===== src/rtl/des_pkg.sv =====
// Shared DES constants: E/P bit-selection tables, S-box contents and the bit-pick helper.
package des_pkg;

  localparam int unsigned BLOCK_HALF_W = 32;
  localparam int unsigned SUBKEY_W     = 48;

  // E expansion: output position i (0 = DES bit 1) takes this DES input bit.
  localparam int unsigned E_TABLE [48] = '{
    32,  1,  2,  3,  4,  5,  4,  5,  6,  7,  8,  9,
     8,  9, 10, 11, 12, 13, 12, 13, 14, 15, 16, 17,
    16, 17, 18, 19, 20, 21, 20, 21, 22, 23, 24, 25,
    24, 25, 26, 27, 28, 29, 28, 29, 30, 31, 32,  1
  };

  // P permutation: output position i (0 = DES bit 1) takes this DES input bit.
  localparam int unsigned P_TABLE [32] = '{
    16,  7, 20, 21, 29, 12, 28, 17,  1, 15, 23, 26,  5, 18, 31, 10,
     2,  8, 24, 14, 32, 27,  3,  9, 19, 13, 30,  6, 22, 11,  4, 25
  };

  // S1..S8, one 256-bit word per box. Entry (row, col) sits at nibble row*16+col,
  // nibble 0 in the MSBs, so each 16-digit group below is one table row.
  localparam logic [255:0] SBOX_TABLE [8] = '{
    256'hE4D12FB83A6C5907_0F74E2D1A6CB9538_41E8D62BFC973A50_FC8249175B3EA06D,
    256'hF18E6B34972DC05A_3D47F28EC01A69B5_0E7BA4D158C6932F_D8A13F42B67C05E9,
    256'hA09E63F51DC7B428_D70934A6285ECBF1_D6498F30B12C5AE7_1AD069874FE3B52C,
    256'h7DE3069A1285BC4F_D8B56F03472C1AE9_A690CB7DF13E5284_3F06A1D8945BC72E,
    256'h2C417AB6853FD0E9_EB2C47D150FA3986_421BAD78F9C5630E_B8C71E2D6F09A453,
    256'hC1AF92680D34E75B_AF427C9561DE0B38_9EF528C3704A1DB6_432C95FABE17608D,
    256'h4B2EF08D3C975A61_D0B7491AE35C2F86_14BDC37EAF680592_6BD814A7950FE23C,
    256'hD2846FB1A93E50C7_1FD8A374C56B0E92_7B419CE206ADF358_21E74A8DFC90356B
  };

  // Pick DES bit 'pos' (1-based, MSB-first) of a 32-bit word; applying a table
  // bit by bit with this helper yields the permuted vector.
  function automatic logic des_bit(input logic [31:0] vec, input int unsigned pos);
    return vec[5'(32 - pos)];
  endfunction

endpackage


===== src/rtl/des_sbox.sv =====
// One DES S-box lookup; sel picks which of S1..S8 (tied off at instantiation).
module des_sbox
  import des_pkg::*;
(
  input  logic [2:0] sel,
  input  logic [5:0] in6,
  output logic [3:0] out4
);

  logic [255:0] box;
  logic [3:0]   nibbles [64];
  logic [5:0]   entry;

  // Row is {b1,b6}, column is b2..b5, giving entry = row*16 + col.
  assign entry = {in6[5], in6[0], in6[4:1]};
  assign box   = SBOX_TABLE[sel];

  for (genvar k = 0; k < 64; k++) begin : g_nib
    assign nibbles[k] = box[255 - 4*k -: 4];
  end

  assign out4 = nibbles[entry];

endmodule


===== src/rtl/feistel_function.sv =====
// DES round function f(R, K) with a single registered output stage.
module feistel_function
  import des_pkg::*;
(
  input  logic                    clk,
  input  logic                    rst_n,
  input  logic                    in_valid,
  input  logic [BLOCK_HALF_W-1:0] R_in,
  input  logic [SUBKEY_W-1:0]     subkey,
  output logic                    out_valid,
  output logic [BLOCK_HALF_W-1:0] f_out
);

  logic [SUBKEY_W-1:0]     expanded;
  logic [SUBKEY_W-1:0]     mixed;
  logic [BLOCK_HALF_W-1:0] sbox_out;
  logic [BLOCK_HALF_W-1:0] f_d;
  logic [BLOCK_HALF_W-1:0] f_q;
  logic                    valid_q;

  // E expansion is pure wiring; vector bit 47 is DES bit 1.
  for (genvar i = 0; i < 48; i++) begin : g_e
    assign expanded[47 - i] = des_bit(R_in, E_TABLE[i]);
  end

  assign mixed = expanded ^ subkey;

  // B1 = mixed[47:42] feeds S1, whose result lands in the top nibble.
  for (genvar i = 0; i < 8; i++) begin : g_sbox
    des_sbox u_sbox (
      .sel  (3'(i)),
      .in6  (mixed[47 - 6*i -: 6]),
      .out4 (sbox_out[31 - 4*i -: 4])
    );
  end

  // P permutation is pure wiring.
  for (genvar i = 0; i < 32; i++) begin : g_p
    assign f_d[31 - i] = des_bit(sbox_out, P_TABLE[i]);
  end

  // Output register: capture on in_valid, otherwise hold the result and drop valid.
  always_ff @(posedge clk or negedge rst_n) begin
    if (!rst_n) begin
      f_q     <= '0;
      valid_q <= 1'b0;
    end else begin
      valid_q <= in_valid;
      if (in_valid) begin
        f_q <= f_d;
      end
    end
  end

  assign f_out     = f_q;
  assign out_valid = valid_q;

endmodule


===== config.mk =====
export PLATFORM = sky130hd
export DESIGN_NAME = feistel_function
export DESIGN_NICKNAME = d
export VERILOG_FILES = /design/src/rtl/des_pkg.sv /design/src/rtl/des_sbox.sv /design/src/rtl/feistel_function.sv
export SDC_FILE = /design/constraint.sdc
export NUM_CORES = 1
export LEC_CHECK = 0
export ABC_CLOCK_PERIOD_IN_PS = 1550
export BUFFER_PORTS_ARGS = -buffer_cell sky130_fd_sc_hd__buf_2
export CAP_MARGIN = 5
export CORE_MARGIN = 2
export CORE_UTILIZATION = 44
export CTS_BUF_LIST = sky130_fd_sc_hd__clkbuf_2
export CTS_CLUSTER_DIAMETER = 100
export CTS_CLUSTER_SIZE = 16
export DETAILED_ROUTE_END_ITERATION = 10
export GPL_TIMING_DRIVEN = 0
export HOLD_SLACK_MARGIN = 0.03
export PLACE_DENSITY_LB_ADDON = 0.3
export SYNTH_ARGS = -nofsm -noshare
export SYNTH_HDL_FRONTEND = slang
export SYNTH_SLANG_ARGS = --single-unit

===== constraint.sdc =====
create_clock -name clk -period 1.55 [get_ports clk]
set_input_delay 0.0775 -clock clk [delete_from_list [all_inputs] [get_ports clk]]
set_output_delay 0.0775 -clock clk [all_outputs]
set_load 0.01 [all_outputs]

---- Word level (Yosys, flattened, before mapping) ----
Memory sizes are Yosys's and may differ from the RTL's. A register that Yosys moved wholly into a read port is not among the register bits.
Index checks and enable logic that the tools add are counted.
cells by class
  reductions and logical operators ........ 8
  divide/modulo/power cells ............... 0
  equal/unequal tests ..................... 0
  shift-type cells ........................ 0
  bitwise operators ....................... 9
  $lt $le $gt $ge ......................... 0
  add/subtract/negate cells ............... 0
  mux-type cells .......................... 0
  multipliers ............................. 0
operator list
  operator                     count
  6-bit NOT with 7-bit output  8
  48-bit XOR                   1
  1-bit zero test              8
storage, ports and cells
  memories ................................ 8
  logic and storage cells ................. 26
  input port bits ......................... 83
  output and inout port bits .............. 33
  bits in latches ......................... 0
  memory bits (read-only) ................. 2048
  bits in registers ....................... 1
  bits in writable memories ............... 0
memory list
  name              depth  bits a word  read ports  clocked after memory_dff  write ports  line            source
  (name not given)  64     4            1           1                         0            des_sbox.sv:22  assign out4 = nibbles[entry];
  (name not given)  64     4            1           1                         0            des_sbox.sv:22
  (name not given)  64     4            1           1                         0            des_sbox.sv:22
  (name not given)  64     4            1           1                         0            des_sbox.sv:22
  (name not given)  64     4            1           1                         0            des_sbox.sv:22
  (name not given)  64     4            1           1                         0            des_sbox.sv:22
  +2 memories       n/a    n/a          n/a         n/a                       n/a          n/a

---- Depth between registers and ports, before layout ----
Gate-level depths: netlist of the first run.
  word-level depth ........................ 2
  depth in mapped cells ................... 9
  depth with buffers taken out ............ 8

---- Modules after synthesis ----
Synthesis of the first run repeated with hierarchy kept, for this count alone.
unflattened totals
  cell total of the unflattened synthesis .. 4679
  area total of the unflattened synthesis .. 30155.2 um^2
by module, submodules not included
  module            cells each  times used  area each (um^2)  seq. area each (um^2)
  des_sbox          570         8           3544.6            0.0
  feistel_function  119         1           1798.0            825.8

---- Worst setup path after synthesis of the first run ----
Ideal clock, no wire load.
  path type ............................... input port to flip-flop
  start point ............................. in subkey[2]
  end point ............................... reg f_q[17], in the netlist f_out[17]
  path buffers ............................ 0
  setup time .............................. 0.086 ns
  cell stages on the path ................. 7
  data required time ...................... 1.464 ns
  slack ................................... -0.524 ns
  arrival ................................. 1.988 ns
  cells stage by stage .................... xor2_1 > clkinv_1 > ha_1 > or3_1 > o2111ai_1 > a21oi_1 > nor3_1
on the way
  word-level cells in the longest chain between the ends .. 2
ends and longest elaborated chain
  item                                               line                    source
  start: declaration                                 feistel_function.sv:9   input logic [SUBKEY_W-1:0] subkey,
  48-bit XOR                                         feistel_function.sv:26  assign mixed = expanded ^ subkey;
  6-bit NOT with 7-bit output (implied by the code)  des_sbox.sv:22
  end: declaration                                   feistel_function.sv:18  logic [BLOCK_HALF_W-1:0] f_q;
Every way passes these cells.

---- Worst setup path in the final report of the first run ----
  start point ............................. in R_in[20]
  end point ............................... reg f_q[16], in the netlist f_out[16]
on the way
  word-level cells in the longest chain between the ends .. 2
ends and longest elaborated chain
  item                                               line                    source
  start: declaration                                 feistel_function.sv:8   input logic [BLOCK_HALF_W-1:0] R_in,
  48-bit XOR                                         feistel_function.sv:26
  6-bit NOT with 7-bit output (implied by the code)  des_sbox.sv:22
Every way passes these cells.

==> results of run 1 <==
==> layout make-up <==
class,instances,area share (%)
multi-input combinational,653,70.27
timing repair buffer,154,11.02
tap,184,2.774
inverter,44,2.307
buffer,47,3.272
sequential,33,9.950
clock buffer,6,0.3618
clock inverter,1,0.04523
==> cell usage in the layout (no fill, tap or decap), drive strengths merged, types with 5 or more instances in the layout <==
master / count
xnor2: 56
xor2: 39
mux2i: 50
o22ai: 5
inv: 38
o211ai: 17
nor2: 61
ha: 62
a31oi: 17
o221ai: 7
a21oi: 31
clkbuf: 32
mux4: 22
mux2: 6
a211oi: 32
o21ai: 22
a2111oi: 18
a311oi: 9
nand3: 23
buf: 173
nor3: 32
dfrtp: 33
clkinv: 6
o2111ai: 10
nand2: 64
==> what timing repair did <==
action                                 in CTS  in global routing
hold buffers                                2                  0
cloned                                      0                  1
setup endpoints to repair                  26                 18
pin swaps                                   9                 18
buffers inserted                           14                 24
gates resized for setup                     8                 39
endpoints found under the hold margin      34                  0
==> cells in the mapped netlist, drive strengths merged, types with 5 or more instances <==
cell	n	share of area, %
a21oi	31	2.4
xnor2	56	9.0
nand3	23	1.8
inv	40	2.3
o22ai	5	0.48
mux4	22	7.7
nor2	61	3.6
a311oi	9	1.2
buf	21	1.7
mux2i	50	7.7
a31oi	17	1.6
xor2	38	5.9
a211oi	32	3.7
a2111oi	18	2.7
o211ai	17	2.0
nand2	64	3.7
mux2	6	1.0
dfrtp	33	13
o2111ai	10	1.3
clkbuf	28	1.6
nor3	32	2.5
o221ai	7	0.94
o21ai	22	1.7
ha	62	12
==> registers in the layout, indices dropped and copies added (netlist names) <==
register	count
out_valid	1
f_out	32
==> power breakdown <==
group / leakage [nW] / internal (mW) / switching, mW
Sequential: 0.381 / 1.07 / 0.152
Clock: 0.0265 / 0.105 / 0.313
Combinational: 3.07 / 1.87 / 2.30
Total: 3.48 / 3.05 / 2.77
==> final timing paths <==
path / slack [ns] / depth (start not counted) / to / start
max in group asynchronous: 0.74 / 2 / f_out[23]$_DFFE_PN0P_ / rst_n
min in group asynchronous: 0.28 / 2 / f_out[27]$_DFFE_PN0P_ / rst_n
hold / removal: 0.11 / 3 / f_out[31]$_DFFE_PN0P_ / subkey[24]
setup reg to reg: 0.66 / 1 / f_out[25]$_DFFE_PN0P_ / f_out[25]$_DFFE_PN0P_
hold reg to reg: 0.51 / 1 / f_out[25]$_DFFE_PN0P_ / f_out[25]$_DFFE_PN0P_
setup / recovery: 0.02 / 9 / f_out[16]$_DFFE_PN0P_ / R_in[20]
==> cell families after synthesis <==
family,share of synthesized area (%)
compound gates,23.75
simple gates,14.45
xor+xnor,14.86
buf+inv,5.889
mux,16.42
fa+ha+maj,11.93
flops,12.70
==> critical path, delay by kind of cell <==
family	cells	cell delay, ns
buf+inv	3	0.40
fa+ha+maj	1	0.24
xor+xnor	1	0.13
compound gates	3	0.54
mux	1	0.44
==> layer usage <==
layer,part of all wire (%),up-vias
met5,0,-
met4,2.8,0
met3,7.4,39
met2,46,322
met1,44,3183
li1,-,3233
==> stage by stage <==
step | total power [mW] | utilization, %
after floorplan | 3.980 | -
after global placement | 5.044 | 53.66
after detailed placement | 5.078 | 53.66
after CTS | 5.588 | 55.01
after global routing | 6.264 | 57.32
final | 5.818 | 57.32
==> results.cfg, run 1 <==
[outcome]
status = completed

[clocking]
cts_buffers = 5
path_clk_slew_ns = 0.18
clkLatencyLatePin_ns = 0.40
clock_path_buffers = 2
cts_tree = yes
root_buffer = clkbuf_2
clock-sinks = 33
ctsHtreeMaxLevel = 2

[placed_design]
dpl_worst_slack_ns = -0.7267
place_area_sq_um = 7769
gp_congestion = 0.9161
placed_cells = 1077
port_buffers = 115
dp_hpwl_microns = 14180

[die]
dieArea_sq_um = 15760
io_pins = 116
die_x_microns = 125.6
die_h_microns = 125.6
rows = 44
start_util_pct = 44.90
core-area_sq_um = 14480

[worst_setup_path]
required_ns = 1.84
start_kind = primary input
path_max_fanout = 4
worstPathCellList = buf_4 > xnor2_4 > clkbuf_8 > ha_4 > buf_8 > mux4_2 > a21o_1 > o32ai_2 > a21oi_1
crit_type = primary input to register
arrival_ns = 1.82
cpPeakStageDelay_ns = 0.44
cpMaxStageDelayCell = mux4_2
endpoint_kind = register

[global_routing]
grt-ovfl-total = 0
use_met3_pct = 2.353
antenna_found_initial = 0
track_usage_pct = 23.48
grt_pass1_wl_microns = 31280
grt_pass1_vias = 6221
gr-max-usage-layer = met2
met1_usage_pct = 33.57
met2_usage_pct = 37.17
grt_max_degree = 34

[route]
vias = 6777
vias_per_cell = 6.040
wl_per_cell_microns = 17.32
first_pass_iters = 5
drt_iter0_markers = 511
wl_microns = 19430
ant_nets = 0
drc = 0

[synth]
synth_edf_count = 0
async_flop_share_pct = 100.0
synth_area_sq_um = 6501
syn_nets = 923
ys_ff_latch = 33
synth_seq_area_share_pct = 12.70
syn_inst = 778
ys.flop_type = dfrtp_1
synth.distinct_cells = 69
yosysWarnings = 0
synth_area_per_cell_sq_um = 8.356

[layout]
fin_area_sq_um = 8299
fin_cells = 1122
multi_input_area_sq_um = 5832
area_growth_syn_to_layout_pct = 27.66
seqCellArea_sq_um = 825.8
nFillCells = 1319
num-nets-final = 1083
drive_above_1_share_pct = 31.77
n_antenna_cell = 0

[power_and_ir_drop]
leakage_nw = 3.476
powerDensity_nw_per_um2 = 701.0
peakVddDrop_v = 0.0002963

[min_path]
hp-class = primary input to register

[timing]
setup_ws_ns = 0.02175
max_slew_margin_pct = 44.85
fin_crit_sh_pct = 98.60
finalMaxSlewViolations = 0
fin_setup_tns_ns = 0
rsz0062_at_grt = true
worst_pin_slew_ns = 0.8273
setup_viol = 0
skew_ns = 0
period_needed_ns = 1.528
finalHoldViolations = 0
max_freq_ghz = 0.6543
hold_ws_ns = 0.1146

[run]
drv_cap = 0
Note: power is estimated with default switching activity, not from simulation.
==> run 2, diff against run 1 <==
Settings changed: CORE_UTILIZATION 44 to 25.
==> results.cfg, run 2 (same netlist as run 1, synthesis figures left out) <==
[outcome]
status = completed

[clocking]
cts_buffers = 5
cts_tree = yes
ctsHtreeMaxLevel = 2
clkLatencyLatePin_ns = 0.40
clock-sinks = 33
root_buffer = clkbuf_2
path_clk_slew_ns = 0.22
clock_path_buffers = 2

[global_routing]
grt_max_degree = 34
antenna_found_initial = 1
grt-ovfl-total = 0
met2_usage_pct = 25.64
gr-max-usage-layer = met2
grt_pass1_vias = 6317
met1_usage_pct = 20.95
use_met3_pct = 1.948
track_usage_pct = 15.27
grt_pass1_wl_microns = 33610

[placed_design]
place_area_sq_um = 7958
dp_hpwl_microns = 15830
placed_cells = 1228
gp_congestion = 0.8728
port_buffers = 115

[power_and_ir_drop]
leakage_nw = 3.525
powerDensity_nw_per_um2 = 714.4
p_int_mw = 3.239
p_switching_mw = 2.865
p_comb_share_pct = 69.4
peakVddDrop_v = 0.0003914
p_sw_share_pct = 46.94
seqPwrFrac_pct = 20.3
p_clk_share_pct = 10.3

[timing]
period_needed_ns = 1.543
skew_ns = 0
fin_crit_sh_pct = 99.55
worst_pin_slew_ns = 0.8698
setup_viol = 0
rsz0062_at_grt = false
max_freq_ghz = 0.6481
max_slew_margin_pct = 41.60
finalMaxSlewViolations = 0
fin_setup_tns_ns = 0
finalHoldViolations = 0

[route]
vias_per_cell = 5.271
vias = 6757
first_pass_iters = 5
wl_per_cell_microns = 16.67
drt_iter0_markers = 542
wl_microns = 21380
drc = 0
ant_nets = 0

[die]
io_pins = 116
rows = 59
start_util_pct = 25.23
dieArea_sq_um = 27310
die_h_microns = 165.3
core-area_sq_um = 25760
die_x_microns = 165.3

[worst_setup_path]
start_kind = primary input
path_max_fanout = 4
crit_type = primary input to register
arrival_ns = 1.89
endpoint_kind = register
required_ns = 1.90

[layout]
num-nets-final = 1089
fin_cells = 1282
largest_reg_flops = 32
area_growth_syn_to_layout_pct = 31.43
most-common-layout-cells = buf_2 (130), nand2_1 (64), nor2_1 (60)
fin_area_sq_um = 8544
drive_above_1_share_pct = 32.17
final_common_cell = buf_2
nFillCells = 2699

[min_path]
hp-class = primary input to register

[run]
drv_cap = 0
## run 2: power by group through the flow
stage               clock network, mW  logic [mW]  registers [mW]
global route                    0.691        4.66            1.27
detailed placement                  0        3.92            1.25
finish                          0.628        4.24            1.24
global placement                    0        3.90            1.26
CTS                             0.653        4.09            1.24
floorplan                           0        2.68            1.30
## run 2: worst max-delay path, cell delays in order
cell	delay, ns
buf_2	0.13
xnor2_4	0.18
buf_4	0.16
buf_4	0.13
ha_1	0.22
mux4_2	0.47
nand2b_1	0.16
o311a_1	0.16
a211oi_2	0.22
## run 2: metrics by stage
step                power (mW)  setup slack [ns]  utilization, %  hold slack (ns)
floorplan                3.980           -0.2955               -          -0.2181
global placement         5.159           -0.8474           30.89           0.2311
detailed placement       5.169           -0.9214           30.89           0.2265
CTS                      5.985         0.0003131           32.30          0.06689
global route             6.615         0.0005653           33.15          0.08860
finish                   6.104          0.006944           33.17          0.08708
## run 2: final timing paths
path	slack, ns	cells after the start	from	endpoint
min reg2reg	0.52	2	f_out[26]$_DFFE_PN0P_	f_out[26]$_DFFE_PN0P_
max	0.007	9	subkey[13]	f_out[21]$_DFFE_PN0P_
max reg2reg	0.63	1	f_out[25]$_DFFE_PN0P_	f_out[25]$_DFFE_PN0P_
max in group asynchronous	0.76	2	rst_n	f_out[6]$_DFFE_PN0P_
min in group asynchronous	0.26	2	rst_n	f_out[19]$_DFFE_PN0P_
min	0.09	3	subkey[24]	f_out[31]$_DFFE_PN0P_
## run 2: per-layer routing
layer / vias up / routed length (microns) / share of wire (%)
li1: 3254 / - / -
met1: 3223 / 9743 / 46
met2: 262 / 9912 / 46
met3: 18 / 1384 / 6.5
met4: 0 / 335 / 1.6
met5: - / 0 / 0
## run 2: layout make-up
class,count,area (sq um),area share (%)
diodes,2,5.005,0.05857
plain buffers,47,274.0,3.207
clock buffers,5,25.02,0.2929
clock inverters,3,41.29,0.4832
inverters,44,188.9,2.211
multi-input cells,653,5792,67.78
flip-flops and latches,33,825.8,9.665
well taps,335,419.2,4.906
repair buffers,160,973.4,11.39
## run 2: what timing repair did
item,4_1_cts,5_1_grt
hold buffers,2,0
setup endpoints to repair,27,21
setup buffers,28,15
gates cloned,0,1
pin swaps,14,11
hold endpoints to repair,34,0
gates resized for setup,13,29
